## config.mk

```make
export PLATFORM = sky130hd
export DESIGN_NAME = pipelined_shifter
export DESIGN_NICKNAME = d
export VERILOG_FILES = /design/src/rtl/shifter_pkg.sv /design/src/rtl/shift_stage.sv /design/src/rtl/pipelined_shifter.sv
export SDC_FILE = /design/constraint.sdc
export NUM_CORES = 1
export LEC_CHECK = 0
export CORE_MARGIN = 5
export CORE_UTILIZATION = 52
export CTS_CLUSTER_DIAMETER = 80
export DETAILED_ROUTE_END_ITERATION = 10
export GPL_TIMING_DRIVEN = 0
export PLACE_DENSITY = 0.76
export SLEW_MARGIN = 0
export SYNTH_ARGS = -nofsm -noshare
export SYNTH_HDL_FRONTEND = slang
export SYNTH_SLANG_ARGS = --single-unit
```

## constraint.sdc

```tcl
create_clock -name clock -period 5.1 [get_ports clock]
set_input_delay 0.51 -clock clock [delete_from_list [all_inputs] [get_ports clock]]
set_output_delay 0.51 -clock clock [all_outputs]
set_load 0.1 [all_outputs]
```

## src/rtl/shifter_pkg.sv

```systemverilog
// Shared op encodings and legality check for the pipelined shifter.
package shifter_pkg;
  localparam logic [2:0] SHIFT_SLL  = 3'b000;
  localparam logic [2:0] SHIFT_SRL  = 3'b001;
  localparam logic [2:0] SHIFT_SRA  = 3'b010;
  localparam logic [2:0] SHIFT_ROTL = 3'b011;
  localparam logic [2:0] SHIFT_ROTR = 3'b100;

  function automatic logic is_legal_op(input logic [2:0] op);
    return op <= SHIFT_ROTR;
  endfunction
endpackage

```

## src/rtl/shift_stage.sv

```systemverilog
// Combinational slice applying mux levels HI down to LO; illegal ops pass data through.
// No latency or backpressure of its own; the enclosing pipeline registers the result.
module shift_stage
  import shifter_pkg::*;
#(
  parameter int WIDTH = 32,
  parameter int LO = 0,
  parameter int HI = 0,
  localparam int SHAMT_W = $clog2(WIDTH)
) (
  input  logic [WIDTH-1:0]   i_data,
  input  logic [SHAMT_W-1:0] i_shamt,
  input  logic [2:0]         i_op,
  input  logic               i_sign,
  output logic [WIDTH-1:0]   o_data
);
  localparam logic [WIDTH-1:0] ONES = '1;

  logic w_unused_shamt;
  assign w_unused_shamt = &{1'b0, i_shamt};

  always_comb begin
    o_data = i_data;
    if (is_legal_op(i_op)) begin
      for (int k = HI; k >= LO; k--) begin
        if (i_shamt[k]) begin
          case (i_op)
            SHIFT_SLL:  o_data = o_data << (1 << k);
            SHIFT_SRL:  o_data = o_data >> (1 << k);
            // the fill bit is the operand MSB captured at entry, not the current MSB
            SHIFT_SRA:  o_data = (o_data >> (1 << k)) | (i_sign ? ~(ONES >> (1 << k)) : '0);
            SHIFT_ROTL: o_data = (o_data << (1 << k)) | (o_data >> (WIDTH - (1 << k)));
            SHIFT_ROTR: o_data = (o_data >> (1 << k)) | (o_data << (WIDTH - (1 << k)));
            default:    o_data = i_data;
          endcase
        end
      end
    end
  end
endmodule

```

## src/rtl/pipelined_shifter.sv

```systemverilog
// Log-depth shift/rotate split into LATENCY registered stages; result LATENCY-1 edges after accept.
// Elastic valid/ready with bubble collapse; in_ready is combinational from out_ready, forced low on flush.
module pipelined_shifter
  import shifter_pkg::*;
#(
  parameter int WIDTH = 32,
  parameter int REG_EVERY = 2,
  parameter int TAG_W = 5,
  localparam int SHAMT_W = $clog2(WIDTH),
  localparam int LATENCY = (SHAMT_W + REG_EVERY - 1) / REG_EVERY
) (
  input  logic               clock,
  input  logic               reset_n,
  input  logic               flush,
  input  logic               in_valid,
  output logic               in_ready,
  input  logic [WIDTH-1:0]   in_data,
  input  logic [SHAMT_W-1:0] in_shamt,
  input  logic [2:0]         in_op,
  input  logic [TAG_W-1:0]   in_tag,
  output logic               out_valid,
  input  logic               out_ready,
  output logic [WIDTH-1:0]   out_data,
  output logic [TAG_W-1:0]   out_tag,
  output logic               out_illegal
);
  logic [WIDTH-1:0]   r_data  [LATENCY];
  logic [SHAMT_W-1:0] r_shamt [LATENCY];
  logic [2:0]         r_op    [LATENCY];
  logic [TAG_W-1:0]   r_tag   [LATENCY];
  logic [LATENCY-1:0] r_v, r_sign;

  logic [WIDTH-1:0]   w_src_data  [LATENCY];
  logic [WIDTH-1:0]   w_res_data  [LATENCY];
  logic [SHAMT_W-1:0] w_src_shamt [LATENCY];
  logic [2:0]         w_src_op    [LATENCY];
  logic [TAG_W-1:0]   w_src_tag   [LATENCY];
  logic [LATENCY-1:0] w_src_v, w_src_sign, w_ld;
  logic               w_chain;
  logic               w_unused_tail;

  // w_ld[s]: stage s register may capture this cycle (empty, or its content moves on)
  always_comb begin
    w_ld = '0;
    w_chain = ~r_v[LATENCY-1] | out_ready;
    for (int s = LATENCY - 1; s >= 0; s--) begin
      w_ld[s] = ~r_v[s] | w_chain;
      w_chain = w_ld[s];
    end
  end

  assign in_ready = w_ld[0] & ~flush;

  always_comb begin
    w_src_v        = '0;
    w_src_sign     = '0;
    w_src_v[0]     = in_valid & in_ready;
    w_src_data[0]  = in_data;
    w_src_shamt[0] = in_shamt;
    w_src_op[0]    = in_op;
    w_src_tag[0]   = in_tag;
    w_src_sign[0]  = in_data[WIDTH-1];
    for (int s = 1; s < LATENCY; s++) begin
      w_src_v[s]     = r_v[s-1];
      w_src_data[s]  = r_data[s-1];
      w_src_shamt[s] = r_shamt[s-1];
      w_src_op[s]    = r_op[s-1];
      w_src_tag[s]   = r_tag[s-1];
      w_src_sign[s]  = r_sign[s-1];
    end
  end

  for (genvar s = 0; s < LATENCY; s++) begin : g_stage
    localparam int HI = SHAMT_W - 1 - s * REG_EVERY;
    localparam int LO = (HI - REG_EVERY + 1 < 0) ? 0 : HI - REG_EVERY + 1;
    shift_stage #(.WIDTH(WIDTH), .LO(LO), .HI(HI)) u_stage (
      .i_data  (w_src_data[s]),
      .i_shamt (w_src_shamt[s]),
      .i_op    (w_src_op[s]),
      .i_sign  (w_src_sign[s]),
      .o_data  (w_res_data[s])
    );
  end

  always_ff @(posedge clock or negedge reset_n) begin
    if (!reset_n) begin
      r_v    <= '0;
      r_sign <= '0;
      for (int s = 0; s < LATENCY; s++) begin
        r_data[s]  <= '0;
        r_shamt[s] <= '0;
        r_op[s]    <= SHIFT_SLL;
        r_tag[s]   <= '0;
      end
    end else begin
      for (int s = 0; s < LATENCY; s++) begin
        if (w_ld[s]) begin
          r_v[s]     <= w_src_v[s];
          r_data[s]  <= w_res_data[s];
          r_shamt[s] <= w_src_shamt[s];
          r_op[s]    <= w_src_op[s];
          r_tag[s]   <= w_src_tag[s];
          r_sign[s]  <= w_src_sign[s];
        end
      end
      if (flush) r_v <= '0;
    end
  end

  assign out_valid   = r_v[LATENCY-1];
  assign out_data    = r_data[LATENCY-1];
  assign out_tag     = r_tag[LATENCY-1];
  assign out_illegal = ~is_legal_op(r_op[LATENCY-1]);

  assign w_unused_tail = &{1'b0, r_sign[LATENCY-1], r_shamt[LATENCY-1]};
endmodule

```

==> flow_summary.html, run 1 <==
<table>
<tr><th>Metric</th><th>Value</th></tr>
<tr><th colspan="2">Synth</th></tr>
<tr><td>Xor and xnor fraction of the mapped netlist area</td><td>0.429%</td></tr>
<tr><td>Post-synthesis async set-or-reset flop share</td><td>100%</td></tr>
<tr><td>Yosys reg bits</td><td>129</td></tr>
<tr><td>Cell area after synthesis</td><td>9620 sq um</td></tr>
<tr><td>Post-Syn Instances</td><td>1250</td></tr>
<tr><td>Post-Synthesis Mean Instance Area</td><td>7.70 sq um</td></tr>
<tr><td>Warning count from the yosys run</td><td>0</td></tr>
<tr><td>Post-synth EDFFs</td><td>0</td></tr>
<tr><td>Most used flip-flop cell after synthesis</td><td>sky130_fd_sc_hd__dfrtp_1</td></tr>
<tr><td>Biggest area contributors in the synthesized netlist</td><td>sky130_fd_sc_hd__dfrtp_1 (34%), sky130_fd_sc_hd__nand2_1 (7.6%), sky130_fd_sc_hd__o21ai_0 (6.7%)</td></tr>
<tr><td>Syn nets</td><td>1300</td></tr>
<tr><td>Count leader, synth</td><td>sky130_fd_sc_hd__nand2_1</td></tr>
<tr><td>Basic-gate share of the synthesized area counting and, or, nand and nor cells</td><td>18.5%</td></tr>
<tr><td>Cell accounting for the most synthesized area</td><td>sky130_fd_sc_hd__dfrtp_1</td></tr>
<tr><td>Share of synthesized area spent on multiplexers</td><td>2.86%</td></tr>
<tr><td>Area share of the leading cell type in the synthesized netlist</td><td>33.6%</td></tr>
<tr><td>Number of unique standard cell types used by synthesis</td><td>77</td></tr>
<tr><td>Largest family of logic cells by synthesized area</td><td>compound AO/OA/AOI/OAI gates</td></tr>
<tr><td>Register area share after synthesis</td><td>33.6%</td></tr>
<tr><td>Fraction of the mapped netlist area in compound gates</td><td>37.6%</td></tr>
<tr><td>Most frequent cells after synthesis</td><td>sky130_fd_sc_hd__nand2_1 (195), sky130_fd_sc_hd__dfrtp_1 (129), sky130_fd_sc_hd__o21ai_0 (128)</td></tr>
<tr><td>Post-synthesis share of cell area spent on full adders, half adders and majority gates</td><td>0%</td></tr>
<tr><th colspan="2">Worst setup path</th></tr>
<tr><td>Largest fanout of any net on the critical path</td><td>10</td></tr>
<tr><td>Family with the most delay on the worst path</td><td>buffers and inverters</td></tr>
<tr><td>Cell type of the slowest stage on the worst timing path</td><td>sky130_fd_sc_hd__clkdlybuf4s50_1</td></tr>
<tr><td>Crit path required time</td><td>4590 ps</td></tr>
<tr><td>Setup crit start</td><td>out_ready</td></tr>
<tr><td>Worst Setup End Kind</td><td>output pin</td></tr>
<tr><td>WP buf/inv</td><td>5</td></tr>
<tr><td>Kind of start point of the critical path</td><td>input port</td></tr>
<tr><td>Data arrival time of the worst path</td><td>3590 ps</td></tr>
<tr><td>List of cells traversed by the critical path</td><td>clkdlybuf4s50_1, and4b_1, clkbuf_1, clkbuf_1, buf_1, nor2_1, clkdlybuf4s50_1</td></tr>
<tr><td>Worst Path Class, Setup</td><td>in2out</td></tr>
<tr><td>Delay of the slowest cell on the worst path</td><td>980 ps</td></tr>
<tr><td>RR Startpoint</td><td>r_v[2]</td></tr>
<tr><th colspan="2">Placement</th></tr>
<tr><td>Final estimated routing congestion in global placement</td><td>1.11</td></tr>
<tr><td>Placed standard-cell area</td><td>10800 sq um</td></tr>
<tr><td>Number of buffers inserted by port buffering</td><td>87</td></tr>
<tr><td>Placed cells</td><td>1567</td></tr>
<tr><td>DPL Wire Length</td><td>31.2 mm</td></tr>
<tr><th colspan="2">Detailed routing</th></tr>
<tr><td>Pre-Repair DR Iteration Count</td><td>7</td></tr>
<tr><td>Avg Vias per Cell</td><td>7.28</td></tr>
<tr><td>Post-route DRC</td><td>0</td></tr>
<tr><td>DRC violation total after the first TritonRoute iteration</td><td>1952</td></tr>
<tr><td>Detailed-route via count</td><td>11633</td></tr>
<tr><td>Final Routed Wirelength</td><td>42.5 mm</td></tr>
<tr><td>Antenna-violating nets left</td><td>0</td></tr>
<tr><td>Routed wirelength normalized by instance count</td><td>26.6 microns</td></tr>
<tr><th colspan="2">Floorplanning</th></tr>
<tr><td>Full die area</td><td>21300 sq um</td></tr>
<tr><td># rows</td><td>49</td></tr>
<tr><td>Die boundary height</td><td>146 microns</td></tr>
<tr><td>Number of top-level pins</td><td>90</td></tr>
<tr><td>Core region area</td><td>18100 sq um</td></tr>
<tr><td>Chip width</td><td>146 microns</td></tr>
<tr><td>Starting Density</td><td>53.2%</td></tr>
<tr><th colspan="2">Timing</th></tr>
<tr><td>Worst slew pin tran</td><td>1010 ps</td></tr>
<tr><td>Share of the cycle needed by the critical path after routing</td><td>80.3%</td></tr>
<tr><td>Maximum clock frequency</td><td>0.244 GHz</td></tr>
<tr><td>Tmin final</td><td>4100 ps</td></tr>
<tr><td>Worst hold margin</td><td>18.5 ps</td></tr>
<tr><td>Headroom to the max-slew limit</td><td>32.7%</td></tr>
<tr><td>Final number of setup-violating endpoints</td><td>0</td></tr>
<tr><td>Total count of hold-check failures in the final report</td><td>0</td></tr>
<tr><td>Setup repair after global routing missed its margin</td><td>no</td></tr>
<tr><td>Largest clock skew in the final design</td><td>10.1 ps</td></tr>
<tr><td>Final Max Slew Viols</td><td>0</td></tr>
<tr><th colspan="2">Power and ir drop</th></tr>
<tr><td>Power per cell area</td><td>351 nW/um^2</td></tr>
<tr><td>Maximum vdd ir drop</td><td>232 uV</td></tr>
<tr><td>Leakage component of the power</td><td>4.50 nW</td></tr>
<tr><th colspan="2">Cells and area</th></tr>
<tr><td>Ant diodes</td><td>0</td></tr>
<tr><td>Total area of multi-input combinational cells</td><td>5720 sq um</td></tr>
<tr><td>Design area</td><td>11400 sq um</td></tr>
<tr><td>Final cell count without fillers</td><td>1599</td></tr>
<tr><td>Count of nets after finishing</td><td>1407</td></tr>
<tr><td>Signed area change from the synthesized netlist to the final layout</td><td>18.7%</td></tr>
<tr><td>Reg area</td><td>3230 sq um</td></tr>
<tr><td>Fill cell instance count of the final layout</td><td>1651</td></tr>
<tr><td>Share of cells above drive strength 1</td><td>6.79%</td></tr>
<tr><th colspan="2">Clocking</th></tr>
<tr><td>Hold Buf Count CTS</td><td>0</td></tr>
<tr><td>Clock network latency to the later pin of the worst-skew pair</td><td>430 ps</td></tr>
<tr><td>Clock Pin Slew Worst Setup and Hold Paths</td><td>60 ps</td></tr>
<tr><td>Clock Tree Root</td><td>sky130_fd_sc_hd__clkbuf_16</td></tr>
<tr><td>Num CTS Buffers</td><td>17</td></tr>
<tr><td>Clock Sinks</td><td>129</td></tr>
<tr><td>Quantity of gates resized following cts</td><td>0</td></tr>
<tr><td># Post-CTS Setup Buffers</td><td>0</td></tr>
<tr><td>Maximum level of the CTS H-tree</td><td>4</td></tr>
<tr><td>Number of buffers on the longest clock path</td><td>2</td></tr>
<tr><td>CTS tree</td><td>built</td></tr>
<tr><th colspan="2">Global routing</th></tr>
<tr><td>Number of global-route vias before repair</td><td>11091</td></tr>
<tr><td>Met3 usage</td><td>12.8%</td></tr>
<tr><td>Total Routing Usage GR</td><td>38.7%</td></tr>
<tr><td>Global-route met2 utilization</td><td>58.5%</td></tr>
<tr><td>Global-route layer with the greatest usage</td><td>met2</td></tr>
<tr><td>M1 GR Usage</td><td>50.9%</td></tr>
<tr><td>Wire length of the first global-routing pass</td><td>65.1 mm</td></tr>
<tr><td>Total congestion overflow</td><td>0</td></tr>
<tr><td>Initial antenna violation count</td><td>0</td></tr>
<tr><td>Pin count of the biggest net entering global routing</td><td>78</td></tr>
<tr><th colspan="2">Hold path</th></tr>
<tr><td>Hold Path Class</td><td>in2async</td></tr>
<tr><th colspan="2">Status</th></tr>
<tr><td>Outcome</td><td>finished clean</td></tr>
<tr><th colspan="2">Flow run</th></tr>
<tr><td>Max-cap violations</td><td>0</td></tr>
</table>
stage by stage:
stage	util (%)	TNS (ps)	total power [mW]	worst slack [ps]
floorplan	-	0	2.22	1670
global placement	59.6	-180480	2.67	-1420
detailed placement	59.8	0	2.69	1060
CTS	63.1	0	3.95	1050
global route	63.1	0	4.13	863
finish	63.1	0	4.01	1000
per-layer routing:
layer | share of wire [%] | vias up
li1 | - | 4925
met1 | 38 | 5474
met2 | 42 | 999
met3 | 14 | 235
met4 | 5.6 | 0
met5 | 0 | -
report_power, final:
group          internal [mW]  switching, mW  total (mW)
combinational          0.406          0.995        1.40
clock                  0.752          0.528        1.28
sequential              1.16          0.165        1.33
final cells by class:
cell class / count / area share [%]
plain buffers: 138 / 5.28
clock buffers: 18 / 3.85
inverters: 20 / 0.658
repair buffers: 88 / 7.88
flip-flops and latches: 129 / 28.3
clock inverters: 14 / 1.49
multi-input cells: 963 / 50.1
well taps: 229 / 2.51
worst register-to-register path, stage by stage (launching register included):
cell	delay [ps]
sky130_fd_sc_hd__dfrtp_1	420
sky130_fd_sc_hd__and3b_1	180
sky130_fd_sc_hd__clkbuf_1	300
sky130_fd_sc_hd__nand2_1	380
sky130_fd_sc_hd__clkbuf_1	600
sky130_fd_sc_hd__o21ai_0	190
sky130_fd_sc_hd__a211oi_1	640
sky130_fd_sc_hd__nor3_1	110
path summary, 6_finish.rpt:
path | cells past startpoint | slack [ps] | to
worst min-delay path | 1 | 20 | out_data[14]
min in group clock | 2 | 470 | r_tag[10]
worst min register to register | 2 | 470 | r_tag[10]
max in group asynchronous | 2 | 4310 | r_op[3]
worst max-delay path | 7 | 1000 | in_ready
worst max register to register | 7 | 2130 | r_data[74]
layout by cell type, fill, tap and decap left out, types with 5 or more instances in the layout:
cell,n
sky130_fd_sc_hd__a2111o_1,8
sky130_fd_sc_hd__o21ai_0,128
sky130_fd_sc_hd__buf_4,6
sky130_fd_sc_hd__nand2_1,195
sky130_fd_sc_hd__a22oi_1,37
sky130_fd_sc_hd__nand3_1,27
sky130_fd_sc_hd__a21oi_1,83
sky130_fd_sc_hd__o221ai_1,23
sky130_fd_sc_hd__a21o_1,6
sky130_fd_sc_hd__a211o_1,6
sky130_fd_sc_hd__clkbuf_16,17
sky130_fd_sc_hd__nor2b_1,20
sky130_fd_sc_hd__or3_1,11
sky130_fd_sc_hd__mux2i_1,17
sky130_fd_sc_hd__o31ai_1,6
sky130_fd_sc_hd__and3_1,5
sky130_fd_sc_hd__a32oi_1,11
sky130_fd_sc_hd__a221o_1,13
sky130_fd_sc_hd__mux2_1,5
sky130_fd_sc_hd__o21a_1,10
sky130_fd_sc_hd__dfrtp_1,129
sky130_fd_sc_hd__nor2_1,66
sky130_fd_sc_hd__a31oi_1,21
sky130_fd_sc_hd__nor3_1,31
sky130_fd_sc_hd__nand2b_1,11
sky130_fd_sc_hd__o211ai_1,9
sky130_fd_sc_hd__a211oi_1,22
sky130_fd_sc_hd__o22ai_1,36
sky130_fd_sc_hd__clkdlybuf4s50_1,86
sky130_fd_sc_hd__buf_2,32
sky130_fd_sc_hd__o21ai_1,34
sky130_fd_sc_hd__buf_1,12
sky130_fd_sc_hd__inv_1,18
sky130_fd_sc_hd__o22a_1,7
sky130_fd_sc_hd__a221oi_1,45
sky130_fd_sc_hd__clkbuf_1,85
registers in the layout, summed over array words and instances, names as in the netlist:
signal    cells
r_op          9
r_tag        10
out_tag       5
r_v           3
out_data     32
r_shamt       4
r_sign        2
r_data       64
kinds of logic (layout without fill, tap and decap cells):
family          Yosys count  after routing
xor+xnor                  3              3
simple gates            394            394
compound gates          540            540
mux                      26             26
buf+inv                 158            278
flops                   129            129
Power figures use the tool's default switching activity.
==> run 2, diff against run 1 <==
Settings changed: PLACE_DENSITY 0.76 to 0.79.
Clock period 5.1 ns to 3.31 ns, I/O delays scaled along.
==> flow_summary.html, run 2 (synthesized netlist as in run 1, its figures left out) <==
<table>
<tr><th>Metric</th><th>Value</th></tr>
<tr><th colspan="2">Global routing</th></tr>
<tr><td>Number of global-route vias before repair</td><td>11150 (was 11091)</td></tr>
<tr><td>Wire length of the first global-routing pass</td><td>67.5 mm (was 65.1 mm)</td></tr>
<tr><td>Total Routing Usage GR</td><td>40.6% (was 38.7%)</td></tr>
<tr><td>Pin count of the biggest net entering global routing</td><td>72 (was 78)</td></tr>
<tr><td>Total congestion overflow</td><td>0 (unchanged)</td></tr>
<tr><td>Initial antenna violation count</td><td>0 (unchanged)</td></tr>
<tr><th colspan="2">Detailed routing</th></tr>
<tr><td>Final Routed Wirelength</td><td>44.6 mm (was 42.5 mm)</td></tr>
<tr><td>Post-route DRC</td><td>0 (unchanged)</td></tr>
<tr><td>DRC violation total after the first TritonRoute iteration</td><td>2241 (was 1952)</td></tr>
<tr><td>Pre-Repair DR Iteration Count</td><td>7 (unchanged)</td></tr>
<tr><td>Routed wirelength normalized by instance count</td><td>27.9 microns (was 26.6 microns)</td></tr>
<tr><td>Detailed-route via count</td><td>11900 (was 11633)</td></tr>
<tr><td>Antenna-violating nets left</td><td>0 (unchanged)</td></tr>
<tr><td>Avg Vias per Cell</td><td>7.44 (was 7.28)</td></tr>
<tr><th colspan="2">Timing</th></tr>
<tr><td>Worst hold margin</td><td>424 ps (was 18.5 ps)</td></tr>
<tr><td>Final Max Slew Viols</td><td>0 (unchanged)</td></tr>
<tr><td>Final number of setup-violating endpoints</td><td>0 (unchanged)</td></tr>
<tr><td>Setup repair after global routing missed its margin</td><td>no (unchanged)</td></tr>
<tr><td>Worst slew pin tran</td><td>1440 ps (was 1010 ps)</td></tr>
<tr><td>Crit path setup slack, layout</td><td>299 ps (was 1000 ps)</td></tr>
<tr><td>Tmin final</td><td>3010 ps</td></tr>
<tr><td>Largest clock skew in the final design</td><td>9.46 ps (was 10.1 ps)</td></tr>
<tr><td>Headroom to the max-slew limit</td><td>3.04% (was 32.7%)</td></tr>
<tr><td>Share of the cycle needed by the critical path after routing</td><td>91.0%</td></tr>
<tr><td>Maximum clock frequency</td><td>0.332 GHz</td></tr>
<tr><td>Total count of hold-check failures in the final report</td><td>0 (unchanged)</td></tr>
<tr><th colspan="2">Clocking</th></tr>
<tr><td>Clock Tree Root</td><td>sky130_fd_sc_hd__clkbuf_16 (unchanged)</td></tr>
<tr><td>Number of buffers on the longest clock path</td><td>2 (unchanged)</td></tr>
<tr><td>CTS tree</td><td>built (unchanged)</td></tr>
<tr><td># Post-CTS Setup Buffers</td><td>0 (unchanged)</td></tr>
<tr><td>Num CTS Buffers</td><td>17 (unchanged)</td></tr>
<tr><td>Clock Pin Slew Worst Setup and Hold Paths</td><td>60 ps (about the same)</td></tr>
<tr><td>Maximum level of the CTS H-tree</td><td>4 (unchanged)</td></tr>
<tr><td>Clock Sinks</td><td>129 (unchanged)</td></tr>
<tr><td>Clock network latency to the later pin of the worst-skew pair</td><td>440 ps (was 430 ps)</td></tr>
<tr><th colspan="2">Power and ir drop</th></tr>
<tr><td>Leakage component of the power</td><td>4.49 nW (was 4.50 nW)</td></tr>
<tr><td>Power per cell area</td><td>539 nW/um^2 (was 351 nW/um^2)</td></tr>
<tr><td>Maximum vdd ir drop</td><td>378 uV (was 232 uV)</td></tr>
<tr><th colspan="2">Cells and area</th></tr>
<tr><td>Count of nets after finishing</td><td>1407 (unchanged)</td></tr>
<tr><td>Most common cell after layout, fill and taps aside</td><td>sky130_fd_sc_hd__nand2_1 (unchanged)</td></tr>
<tr><td>Signed area change from the synthesized netlist to the final layout</td><td>18.5% (was 18.7%)</td></tr>
<tr><td>Design area</td><td>11400 sq um (about the same)</td></tr>
<tr><td>Largest register by flop count</td><td>r_data (unchanged)</td></tr>
<tr><td>Ant diodes</td><td>0 (unchanged)</td></tr>
<tr><td>Commonest non-fill, non-tap cells in the layout</td><td>sky130_fd_sc_hd__nand2_1 (195), sky130_fd_sc_hd__dfrtp_1 (129), sky130_fd_sc_hd__o21ai_0 (128), sky130_fd_sc_hd__clkbuf_1 (85), sky130_fd_sc_hd__clkdlybuf4s50_1 (85) (was sky130_fd_sc_hd__nand2_1 (195), sky130_fd_sc_hd__dfrtp_1 (129), sky130_fd_sc_hd__o21ai_0 (128), sky130_fd_sc_hd__clkdlybuf4s50_1 (86), sky130_fd_sc_hd__clkbuf_1 (85))</td></tr>
<tr><td>Flip-flop count of the largest register, all copies and words added</td><td>64 (unchanged)</td></tr>
<tr><td>Share of cells above drive strength 1</td><td>6.86% (was 6.79%)</td></tr>
<tr><th colspan="2">Placement</th></tr>
<tr><td>Pre-CTS setup slack</td><td>-560 ps (was 1060 ps)</td></tr>
<tr><td>Final estimated routing congestion in global placement</td><td>1.11 (about the same)</td></tr>
<tr><td>Number of buffers inserted by port buffering</td><td>87 (unchanged)</td></tr>
<tr><td>DPL Wire Length</td><td>32.6 mm (was 31.2 mm)</td></tr>
<tr><td>Placed standard-cell area</td><td>10800 sq um (unchanged)</td></tr>
<tr><th colspan="2">Floorplanning</th></tr>
<tr><td>Core region area</td><td>18100 sq um (unchanged)</td></tr>
<tr><td>Starting Density</td><td>53.2% (unchanged)</td></tr>
<tr><td># rows</td><td>49 (unchanged)</td></tr>
<tr><td>Die boundary height</td><td>146 microns (unchanged)</td></tr>
<tr><td>Chip width</td><td>146 microns (unchanged)</td></tr>
<tr><td>Full die area</td><td>21300 sq um (unchanged)</td></tr>
<tr><td>Number of top-level pins</td><td>90 (unchanged)</td></tr>
<tr><th colspan="2">Status</th></tr>
<tr><td>Outcome</td><td>finished clean (unchanged)</td></tr>
<tr><th colspan="2">Worst setup path</th></tr>
<tr><td>Worst reg2reg endpoint</td><td>r_data[62] (was r_data[74])</td></tr>
<tr><td>Kind of start point of the critical path</td><td>input port (unchanged)</td></tr>
<tr><td>Crit path required time</td><td>3590 ps (was 4590 ps)</td></tr>
<tr><td>RR Startpoint</td><td>r_op[6] (was r_v[2])</td></tr>
<tr><td>Worst Setup End Kind</td><td>register (was output pin)</td></tr>
<tr><td>Worst Path Class, Setup</td><td>in2reg (was in2out)</td></tr>
<tr><td>Largest fanout of any net on the critical path</td><td>10 (unchanged)</td></tr>
<tr><td>Register-to-register setup slack</td><td>490 ps (was 2130 ps)</td></tr>
<tr><td>R2R cell count</td><td>6 (was 7)</td></tr>
<tr><td>Data arrival time of the worst path</td><td>3290 ps (was 3590 ps)</td></tr>
<tr><th colspan="2">Hold path</th></tr>
<tr><td>Worst Hold Endpoint</td><td>r_shamt[11]</td></tr>
<tr><td>Startpoint of the most critical hold path</td><td>in_shamt[1]</td></tr>
<tr><td>Min-Delay Path Depth</td><td>3</td></tr>
<tr><td>Hold Path Class</td><td>in2reg (was in2async)</td></tr>
<tr><th colspan="2">Flow run</th></tr>
<tr><td>Max-cap violations</td><td>0 (unchanged)</td></tr>
</table>
run 2: cell count changes in the layout (fill, tap and decap cells not counted), sizes merged:
cell	change
inv	-5
dlygate4sd3	+1
clkdlybuf4s15	+1
clkdlybuf4s50	-1
buf	-1
clkinvlp	+2
clkinv	+3
run 2: what timing repair did:
item | in CTS | in global routing
hold buffers | 1 | 0
cloned | 0 | 0
setup endpoints to repair | 1 | 1
gates resized for setup | 4 | 0
endpoints found under the hold margin | 70 | 0
run 2: final cells by class:
type,instances,area (sq um)
inverter,20,75.1
sequential,129,3230
timing repair buffer,89,911
multi-input combinational,963,5720
clock buffer,18,429
clock inverter,14,158
buffer,137,601
fill,1569,6680
tap,229,287
run 2: through the flow:
step | std cells | setup TNS [ps] | power (mW) | utilization (%)
final | 1599 | 0 | 6.14 | 63.1
after global routing | 1599 | 0 | 6.31 | 63.1
after CTS | 1600 | 0 | 6.04 | 63.1
after detailed placement | 1567 | -560 | 4.15 | 59.8
after global placement | 1566 | -393400 | 4.13 | 59.6
after floorplan | 1250 | 0 | 3.41 | -
run 2: worst max-delay path by stage:
stage          slack (ps)         from         end  cells past startpoint
6_report              300  in_shamt[3]  r_data[68]                      8
5_1_grt               280    out_ready    in_ready                      6
4_1_cts               100    out_ready    in_ready                      7
3_5_place_dp         -560    out_ready    in_ready                      7
3_3_place_gp        -3060      reset_n    r_tag[8]                      1
2_1_floorplan          60       r_v[2]    in_ready                      5
run 2: power by group:
group / total (mW) / internal, mW / switching [mW]
Sequential: 2.06 / 1.79 / 0.265
Combinational: 2.17 / 0.626 / 1.54
Clock: 1.92 / 1.12 / 0.800
run 2: worst max-delay path, stage by stage:
cell,delay [ps]
sky130_fd_sc_hd__clkdlybuf4s50_1,430
sky130_fd_sc_hd__clkbuf_1,290
sky130_fd_sc_hd__nor2b_1,780
sky130_fd_sc_hd__clkbuf_1,570
sky130_fd_sc_hd__a21oi_1,150
sky130_fd_sc_hd__o221ai_1,230
sky130_fd_sc_hd__a21oi_1,70
sky130_fd_sc_hd__a21oi_1,410
run 2: layer usage:
layer | vias up | routed length (microns) | track usage (%)
met2 | 1142 | 18100 | 57.2
met1 | 5577 | 17100 | 56.0
met3 | 254 | 6990 | 14.6
li1 | 4927 | - | -
met4 | 0 | 2370 | 18.3
met5 | - | 0 | 0
